--- config.mk ---
export PLATFORM = sky130hd
export DESIGN_NAME = spi_led_slave
export DESIGN_NICKNAME = d
export VERILOG_FILES = /design/src/rtl/spi_led_slave_pkg.sv /design/src/rtl/spi_led_slave_sync.sv /design/src/rtl/spi_led_slave.sv
export SDC_FILE = /design/constraint.sdc
export NUM_CORES = 1
export LEC_CHECK = 0
export ABC_AREA = 0
export ABC_CLOCK_PERIOD_IN_PS = 1450
export BUFFER_PORTS_ARGS = -buffer_cell sky130_fd_sc_hd__buf_2
export CORE_AREA = 2 2 57 59
export CTS_BUF_LIST = sky130_fd_sc_hd__clkbuf_8
export DETAILED_ROUTE_END_ITERATION = 8
export DIE_AREA = 0 0 59 61
export PLACE_DENSITY_LB_ADDON = 0.08
export SLEW_MARGIN = 20
export SYNTH_ARGS = -nofsm -noshare
export SYNTH_HDL_FRONTEND = slang
export SYNTH_SLANG_ARGS = --single-unit
--- constraint.sdc ---
create_clock -name clk -period 1.45 [get_ports clk]
set_input_delay 0.29 -clock clk [delete_from_list [all_inputs] [get_ports clk]]
set_output_delay 0.29 -clock clk [all_outputs]
set_load 0.1 [all_outputs]
--- src/rtl/spi_led_slave_pkg.sv ---
// Shared definitions for the SPI LED slave: FSM encodings and default word width.
package spi_led_slave_pkg;

    localparam int unsigned DEF_DATA_W = 8;

    localparam logic [0:0] ST_IDLE  = 1'b0;
    localparam logic [0:0] ST_SHIFT = 1'b1;

endpackage

--- src/rtl/spi_led_slave_sync.sv ---
// Multi-flop synchronizer with previous-value register; reports level, rise and fall.
module spi_led_slave_sync #(
    parameter int unsigned STAGES   = 2,
    parameter logic        IDLE_VAL = 1'b0
) (
    input  logic clk,
    input  logic reset,
    input  logic din,
    output logic level,
    output logic rise,
    output logic fall
);

    logic [STAGES-1:0] sync_q;
    logic              prev_q;
    logic [STAGES:0]   fill_q;
    logic              armed;

    always_ff @(posedge clk or negedge reset) begin
        if (!reset) begin
            sync_q <= {STAGES{IDLE_VAL}};
            prev_q <= IDLE_VAL;
            fill_q <= '0;
        end else begin
            sync_q <= {sync_q[STAGES-2:0], din};
            prev_q <= sync_q[STAGES-1];
            fill_q <= {fill_q[STAGES-1:0], 1'b1};
        end
    end

    // Edges only count once both level and prev hold real pin samples, so the
    // reset value never fakes a transition after reset release.
    assign armed = fill_q[STAGES];
    assign level = sync_q[STAGES-1];
    assign rise  = armed & level & ~prev_q;
    assign fall  = armed & ~level & prev_q;

endmodule

--- src/rtl/spi_led_slave.sv ---
// Mode-0 MSB-first SPI slave, oversampled in the clk domain, latching bytes onto LEDs.
module spi_led_slave
    import spi_led_slave_pkg::*;
#(
    parameter int unsigned DATA_W      = DEF_DATA_W,
    parameter int unsigned SYNC_STAGES = 2,
    parameter int unsigned CNT_W       = 4
) (
    input  logic              clk,
    input  logic              reset,
    input  logic              SCLK,
    input  logic              MOSI,
    input  logic              SS,
    output logic [DATA_W-1:0] leds,
    output logic [DATA_W-1:0] rx_data,
    output logic              rx_valid,
    output logic              frame_err,
    output logic [CNT_W-1:0]  byte_cnt,
    output logic              busy
);

    localparam int unsigned BIT_W = $clog2(DATA_W);
    localparam logic [BIT_W-1:0] LAST_BIT = BIT_W'(DATA_W - 1);

    logic s_sclk, sclk_rise, sclk_fall;
    logic s_mosi, mosi_rise, mosi_fall;
    logic s_ss, ss_rise, ss_fall;
    logic unused_sync;

    logic [0:0]        state_q, state_d;
    logic [BIT_W-1:0]  bit_cnt_q, bit_cnt_d;
    logic [DATA_W-1:0] shift_q, shift_d;
    logic [DATA_W-1:0] leds_q, leds_d;
    logic [DATA_W-1:0] rx_data_q, rx_data_d;
    logic              rx_valid_q, rx_valid_d;
    logic              frame_err_q, frame_err_d;
    logic [CNT_W-1:0]  byte_cnt_q, byte_cnt_d;

    spi_led_slave_sync #(.STAGES(SYNC_STAGES), .IDLE_VAL(1'b0)) u_sync_sclk (
        .clk(clk), .reset(reset), .din(SCLK),
        .level(s_sclk), .rise(sclk_rise), .fall(sclk_fall)
    );

    spi_led_slave_sync #(.STAGES(SYNC_STAGES), .IDLE_VAL(1'b0)) u_sync_mosi (
        .clk(clk), .reset(reset), .din(MOSI),
        .level(s_mosi), .rise(mosi_rise), .fall(mosi_fall)
    );

    spi_led_slave_sync #(.STAGES(SYNC_STAGES), .IDLE_VAL(1'b1)) u_sync_ss (
        .clk(clk), .reset(reset), .din(SS),
        .level(s_ss), .rise(ss_rise), .fall(ss_fall)
    );

    assign unused_sync = ^{s_sclk, sclk_fall, mosi_rise, mosi_fall, s_ss};

    always_comb begin
        state_d     = state_q;
        bit_cnt_d   = bit_cnt_q;
        shift_d     = shift_q;
        leds_d      = leds_q;
        rx_data_d   = rx_data_q;
        rx_valid_d  = 1'b0;
        frame_err_d = 1'b0;
        byte_cnt_d  = byte_cnt_q;
        case (state_q)
            ST_IDLE: begin
                if (ss_fall) begin
                    state_d    = ST_SHIFT;
                    bit_cnt_d  = '0;
                    byte_cnt_d = '0;
                end
            end
            ST_SHIFT: begin
                if (sclk_rise) begin
                    shift_d = {shift_q[DATA_W-2:0], s_mosi};
                    if (bit_cnt_q == LAST_BIT) begin
                        bit_cnt_d  = '0;
                        leds_d     = shift_d;
                        rx_data_d  = shift_d;
                        rx_valid_d = 1'b1;
                        if (byte_cnt_q != '1) byte_cnt_d = byte_cnt_q + CNT_W'(1);
                    end else begin
                        bit_cnt_d = bit_cnt_q + BIT_W'(1);
                    end
                end
                // A same-cycle edge is already folded into bit_cnt_d above.
                if (ss_rise) begin
                    state_d     = ST_IDLE;
                    frame_err_d = (bit_cnt_d != '0);
                    bit_cnt_d   = '0;
                end
            end
            default: state_d = ST_IDLE;
        endcase
    end

    always_ff @(posedge clk or negedge reset) begin
        if (!reset) begin
            state_q     <= ST_IDLE;
            bit_cnt_q   <= '0;
            shift_q     <= '0;
            leds_q      <= '0;
            rx_data_q   <= '0;
            rx_valid_q  <= 1'b0;
            frame_err_q <= 1'b0;
            byte_cnt_q  <= '0;
        end else begin
            state_q     <= state_d;
            bit_cnt_q   <= bit_cnt_d;
            shift_q     <= shift_d;
            leds_q      <= leds_d;
            rx_data_q   <= rx_data_d;
            rx_valid_q  <= rx_valid_d;
            frame_err_q <= frame_err_d;
            byte_cnt_q  <= byte_cnt_d;
        end
    end

    assign leds      = leds_q;
    assign rx_data   = rx_data_q;
    assign rx_valid  = rx_valid_q;
    assign frame_err = frame_err_q;
    assign byte_cnt  = byte_cnt_q;
    assign busy      = (state_q == ST_SHIFT);

endmodule

Yosys cells after proc, flatten, opt, wreduce, memory -nomap -nowiden
Index checks and enable logic that the tools add are counted.
{"block": "word_totals", "register_bits": 39, "latchBits": 0, "ram_bits": 0, "rom_bits": 0, "in_bits": 5, "output_inout_bits": 23, "wordCells": 55, "memories": 0}
{"block": "classes", "n_addsub": 2, "n_mul": 0, "n_div": 0, "n_lt_le_gt_ge": 0, "eq_ne": 6, "shift": 0, "muxes": 19, "bitwise_logic": 10, "reduce_logical": 4}
{"op": "4-bit two-way mux", "count": 4}
{"op": "3-bit two-way mux", "count": 5}
{"op": "4-bit case mux with 2 select lines", "count": 1}
{"op": "1-bit two-way mux", "count": 7}
{"op": "1-bit bitwise AND", "count": 6}
{"op": "3-bit case mux with 2 select lines", "count": 1}
{"op": "4-bit by 1-bit adder with 4-bit output, second input constant", "count": 1}
{"op": "2-bit by 1-bit inequality test with 1-bit output, second input constant", "count": 2}
{"op": "2-bit inequality test, second input constant", "count": 2}
{"op": "4-bit inequality test, second input constant", "count": 1}
{"op": "1-bit inverter", "count": 4}
{"op": "4-bit AND reduction", "count": 1}
{"op": "3-bit by 1-bit adder with 3-bit output, second input constant", "count": 1}
{"op": "3-bit == test, second input constant", "count": 1}
{"op": "3-bit AND reduction", "count": 1}
{"op": "3-bit nonzero test", "count": 1}
{"op": "1-bit case mux with 2 select lines", "count": 1}
{"op": "2-bit AND reduction", "count": 1}

Depth between registers and ports, before layout
{"block": "depth", "depth_word": 7, "depth_mapped": 8, "depth_no_buf": 6}

Hierarchy
A second synthesis with hierarchy kept.
{"block": "hier_totals", "hier_cells": 139, "area_unflattened_um2": 1692.9}
{"mod": "spi_led_slave", "instances": 1, "cells_each": 112, "area_per_inst_um2": 1174.9, "seq_area_each_um2": 625.6}
{"mod": "spi_led_slave_sync at u_sync_mosi ...", "instances": 2, "cells_each": 9, "area_per_inst_um2": 171.4, "seq_area_each_um2": 150.1}
{"mod": "spi_led_slave_sync at u_sync_ss", "instances": 1, "cells_each": 9, "area_per_inst_um2": 175.2, "seq_area_each_um2": 153.9}

Worst setup path after synthesis
No wires, ideal clock.
{"block": "synth_path", "path_kind": "flip-flop to flip-flop", "start": "reg byte_cnt_q[0], in the netlist byte_cnt[0]", "end": "reg byte_cnt_q[1], in the netlist byte_cnt[1]", "setup_time_ns": 0.122, "arrival_ns": 2.031, "required_time_ns": 1.328, "setup_slack_ns": -0.703, "stages_incl_launch_ff": 6, "path_buffers": 0, "period_less_slack_ns": 2.153, "path_cell_list": "dfrtp_1 ha_1 nand3_1 nand3_2 mux2_1 a22o_1"}
{"block": "synth_via", "elab_chain_cells": 5, "elab_cells_between_ends": 8, "classes_between": "add/sub: 1; eq/ne: 2; mux: 4; reduce/logical: 1"}
{"element": "start: declaration", "line": "spi_led_slave.sv:37", "text": "logic [CNT_W-1:0] byte_cnt_q, byte_cnt_d;"}
{"element": "start signal: assignment", "line": "spi_led_slave.sv:115", "text": "byte_cnt_q <= byte_cnt_d;"}
{"element": "4-bit by 1-bit adder with 4-bit output", "line": "spi_led_slave.sv:81", "text": "if (byte_cnt_q != '1) byte_cnt_d = byte_cnt_q + CNT_W'(1);"}
{"element": "4-bit two-way mux", "line": "spi_led_slave.sv:81"}
{"element": "4-bit two-way mux", "line": "spi_led_slave.sv:76", "text": "if (bit_cnt_q == LAST_BIT) begin"}
{"element": "4-bit two-way mux", "line": "spi_led_slave.sv:74", "text": "if (sclk_rise) begin"}
{"element": "4-bit case mux with 2 select lines", "line": "spi_led_slave.sv:65", "text": "case (state_q)"}
Several ways; a longest one is shown, not always the timed one. The select of a mux whose other input is x is not followed.
A chain may end at the register's enable or synchronous reset.

Worst setup path in the final report
{"block": "layout_path", "start": "reg byte_cnt_q[1], in the netlist byte_cnt[1]", "end": "reg byte_cnt_q[1], in the netlist byte_cnt[1]"}
The elaborated chain is that of the path after synthesis.

==> metrics.txt <==
# TYPE chip_impl_metric gauge
chip_impl_info{name="ranking_of_synthesized_cells_by_area",value="dfrtp_1, nand2_1, dfstp_2, buf_4, ha_1"} 1
chip_impl_metric{name="postSynthAreaPerCell",unit="sq um"} 10.9
chip_impl_metric{name="drt_first_pass_iters",unit=""} 4
chip_impl_metric{name="pwr_cell_area",unit="mW/mm^2"} 1270
chip_impl_metric{name="clockPowerShare",unit="%"} 38.5
chip_impl_metric{name="final_antenna_net_count",unit=""} 0
chip_impl_metric{name="post_syn_nets",unit=""} 142
chip_impl_metric{name="tritoncts.num_buffers",unit=""} 5
chip_impl_metric{name="combinationalPowerShare",unit="%"} 14.2
chip_impl_metric{name="pin_count",unit=""} 28
chip_impl_metric{name="synth_top_cell_area_share",unit="%"} 56.7
chip_impl_metric{name="critical_path_cell_count",unit=""} 5
chip_impl_metric{name="path_clk_slew",unit="ps"} 70
chip_impl_metric{name="share_seq_of_total_power",unit="%"} 47.3
chip_impl_metric{name="globalRouteMet2Util",unit="%"} 27.9
chip_impl_info{name="status",value="finished clean"} 1
chip_impl_metric{name="detailed_place_hpwl",unit="microns"} 1890
chip_impl_metric{name="min_period_over_period",unit="%"} 98.2
chip_impl_info{name="critical_path.cell_chain",value="ha_4 > nand3_2 > nand3_4 > mux2_4 > a22o_1"} 1
chip_impl_metric{name="antenna_found_initial",unit=""} 0
chip_impl_metric{name="hold_path_depth",unit=""} 1
chip_impl_info{name="synth_top_flop_cell",value="dfrtp_1"} 1
chip_impl_metric{name="multi_input_comb_area",unit="sq um"} 514
chip_impl_metric{name="worst_stage_delay_on_the_critical_path",unit="ps"} 490
chip_impl_metric{name="setup_viol_count_final",unit=""} 0
chip_impl_metric{name="clock_path_buffers",unit=""} 2
chip_impl_metric{name="drt_wl_total",unit="microns"} 2570
chip_impl_metric{name="static-leakage-power",unit="nW"} 0.992
chip_impl_metric{name="globalRouteOverflowTotal",unit=""} 0
chip_impl_metric{name="route.detailed.vias_per_inst",unit=""} 5.01
chip_impl_info{name="slowest_stage",value="dfrtp_4"} 1
chip_impl_metric{name="power_spent_charging_and_discharging_nets",unit="mW"} 0.609
chip_impl_metric{name="fill_cells",unit=""} 235
chip_impl_metric{name="grt_pass1_wl",unit="microns"} 4350
chip_impl_info{name="busiest_layer",value="met2"} 1
chip_impl_metric{name="gr-usage-met1",unit="%"} 20.0
chip_impl_info{name="startpoint_type",value="flop"} 1
chip_impl_metric{name="grt_start_max_net_pins",unit=""} 22
chip_impl_metric{name="routed-via-count",unit=""} 1027
chip_impl_metric{name="initial_utilization",unit="%"} 49.3
chip_impl_info{name="synthDominantAreaCellType",value="dfrtp_1"} 1
chip_impl_info{name="synthTopCellsByCount",value="nand2_1, dfrtp_1, buf_4"} 1
chip_impl_metric{name="grtUsageTotal",unit="%"} 17.0
chip_impl_metric{name="core_region_area",unit="sq mm"} 0.00295
chip_impl_metric{name="finish.net_count",unit=""} 179
chip_impl_info{name="min_path_type",value="in2reg"} 1
chip_impl_info{name="synth_most_common_cell",value="nand2_1"} 1
chip_impl_metric{name="postCtsSetupRepairBufs",unit=""} 0
chip_impl_metric{name="setup.reg_to_reg.worst_slack",unit="ps"} 30
chip_impl_metric{name="grt_use_met3",unit="%"} 5.76
chip_impl_metric{name="clk_latency",unit="ps"} 280
chip_impl_metric{name="place_congestion",unit=""} 0.720
chip_impl_metric{name="synthesis.area",unit="sq mm"} 0.00146
chip_impl_metric{name="fp.dieW",unit="microns"} 59
chip_impl_metric{name="antenna-diode-count",unit=""} 0
chip_impl_metric{name="finalWorstPathRequiredPeriod",unit="ps"} 1420
chip_impl_info{name="r2r_start",value="byte_cnt[1]"} 1
chip_impl_metric{name="final_hold_viol_count",unit=""} 0
chip_impl_metric{name="synth-async-reset-ratio",unit="%"} 100
chip_impl_metric{name="grt_pass1_vias",unit=""} 969
chip_impl_metric{name="ys_ff_latch",unit=""} 36
chip_impl_metric{name="synth.yosys.seq_area_share",unit="%"} 62.1
chip_impl_metric{name="ff_latch_area",unit="sq um"} 928
chip_impl_info{name="rsz0062_at_grt",value="yes"} 1
chip_impl_metric{name="synthesis.instances",unit=""} 134
chip_impl_metric{name="timing.clock.skew",unit="ps"} 4.98
chip_impl_metric{name="drc_errors",unit=""} 0
chip_impl_metric{name="netSwitchingFraction",unit="%"} 24.8
chip_impl_metric{name="drive_gt1_share",unit="%"} 44.8
chip_impl_metric{name="slack_of_the_critical_path",unit="ps"} 25.8
chip_impl_info{name="root_buffer",value="clkbuf_8"} 1
chip_impl_metric{name="dp_cells",unit=""} 196
chip_impl_info{name="critPathKind",value="reg2reg"} 1
chip_impl_info{name="cts_tree",value="done"} 1
chip_impl_info{name="critical_path.startpoint",value="byte_cnt[1]"} 1
chip_impl_info{name="crit_family",value="flip-flops"} 1
chip_impl_metric{name="max_clock_freq",unit="MHz"} 702
chip_impl_metric{name="area.growth.synth_to_final",unit="%"} 32.8
chip_impl_metric{name="crit_fanout",unit=""} 3
chip_impl_metric{name="first_iter_violations",unit=""} 27
chip_impl_metric{name="clock_sink_count",unit=""} 36
chip_impl_metric{name="crit_buf_inv",unit=""} 0
chip_impl_metric{name="ir_worst_vdd",unit="mV"} 0.989
chip_impl_metric{name="cp_data_arrival_time",unit="ps"} 1600
chip_impl_metric{name="pre_cts_slack",unit="ps"} -85.5
chip_impl_metric{name="die_outline_height",unit="microns"} 61
chip_impl_metric{name="critical_path_required",unit="ps"} 1620
chip_impl_metric{name="io_buffer_count",unit=""} 27
chip_impl_info{name="critical_path.endpoint_type",value="flop"} 1
chip_impl_metric{name="ctsHtreeMaxLevel",unit=""} 2
chip_impl_metric{name="die_area",unit="sq mm"} 0.00360
chip_impl_metric{name="synth.yosys.warnings",unit=""} 0
chip_impl_metric{name="internal_power",unit="mW"} 1.85
chip_impl_metric{name="ff2ff_path_depth",unit=""} 5
chip_impl_metric{name="final_cells",unit=""} 205
chip_impl_metric{name="std_cell_rows",unit=""} 20
chip_impl_metric{name="drv_slew",unit=""} 0
chip_impl_metric{name="yosysUniqueCellTypes",unit=""} 32
chip_impl_info{name="worstHoldStart",value="SS"} 1
chip_impl_metric{name="synth-edff-count",unit=""} 0
chip_impl_metric{name="drv_cap",unit=""} 0
chip_impl_metric{name="routedWlPerCell",unit="microns"} 12.5
area by class of cell:
| class | instances | area share, % |
|---|---|---|
| clock inverter | 1 | 1.55 |
| tap | 33 | 2.13 |
| inverter | 1 | 0.582 |
| timing repair buffer | 42 | 16.2 |
| clock buffer | 7 | 4.98 |
| multi-input combinational | 85 | 26.6 |
| sequential | 36 | 48.0 |
worst paths after layout:
path | to
max in group asynchronous | byte_cnt[0]
min reg2reg | u_sync_ss.fill_q[1]
min | u_sync_ss.sync_q[0]
max | byte_cnt[1]
max reg2reg | byte_cnt[1]
min in group asynchronous | u_sync_sclk.prev_q
cell families after synthesis:
| kind of cell | share of synthesized area [%] |
|---|---|
| other | 0.257 |
| AO/OA/AOI/OAI | 6.96 |
| flip-flops | 62.1 |
| adder cells (fa/ha/maj) | 2.58 |
| XOR/XNOR | 0.601 |
| multiplexers | 2.15 |
| buffers and inverters | 6.27 |
| AND/OR/NAND/NOR | 19.1 |
placed cells by master, fill, tap and decap left out, types with 2 or more instances in the layout:
cell type	n
buf_4	14
o22ai_1	3
dfrtp_4	3
a22o_1	2
dfrtp_2	10
clkbuf_8	7
nand2_1	50
mux2i_1	2
o21ai_0	2
a21oi_1	3
dfstp_2	3
dfrtp_1	20
buf_2	22
nand3b_1	2
ha_4	2
buf_12	4
per-layer routing:
metal / part of all wire [%] / up-vias
li1: - / 514
met1: 46 / 478
met2: 47 / 29
met3: 4.8 / 6
met4: 2.1 / 0
met5: 0 / -
through the flow:
step                TNS (ps)  instance area, sq um  power (mW)  util, %  hold WS (ps)
detailed placement      -174                  1750        1.52     59.3           245
floorplan              -1380                  1510        1.37        -         -5.59
CTS                        0                  1920        2.49     65.2          93.2
finish                     0                  1930        2.46     65.5           105
global placement       -41.5                  1750        1.51     59.3           231
global route           -82.6                  1930        2.58     65.5          90.6
sequential cells by signal (all words and copies together), names as in the netlist, 2 cells and up:
signal	flops
bit_cnt_q	3
byte_cnt	4
rx_data	8
shift_q	7
u_sync_mosi.sync_q	2
u_sync_sclk.sync_q	2
u_sync_ss.fill_q	2
u_sync_ss.sync_q	2
power by group through the flow:
| stage | combinational [mW] | clock [mW] | sequential, mW |
|---|---|---|---|
| after global routing | 0.384 | 1.02 | 1.17 |
| after floorplan | 0.127 | 0 | 1.24 |
| after detailed placement | 0.342 | 0 | 1.18 |
| final | 0.348 | 0.947 | 1.16 |
| after global placement | 0.333 | 0 | 1.17 |
| after CTS | 0.349 | 0.979 | 1.16 |
worst reg2reg max path: stages, from the launching register on:
cell	delay (ps)
dfrtp_4	490
ha_4	180
nand3_2	70
nand3_4	90
mux2_4	300
a22o_1	190
what timing repair did:
action | 4_1_cts | 5_1_grt
setup endpoints to repair | 3 | 4
endpoints found under the hold margin | 12 | 0
hold buffers | 1 | 0
gates resized for setup | 9 | 4
pin swaps | 1 | 1
No activity file was read; power rests on OpenSTA's default activity.
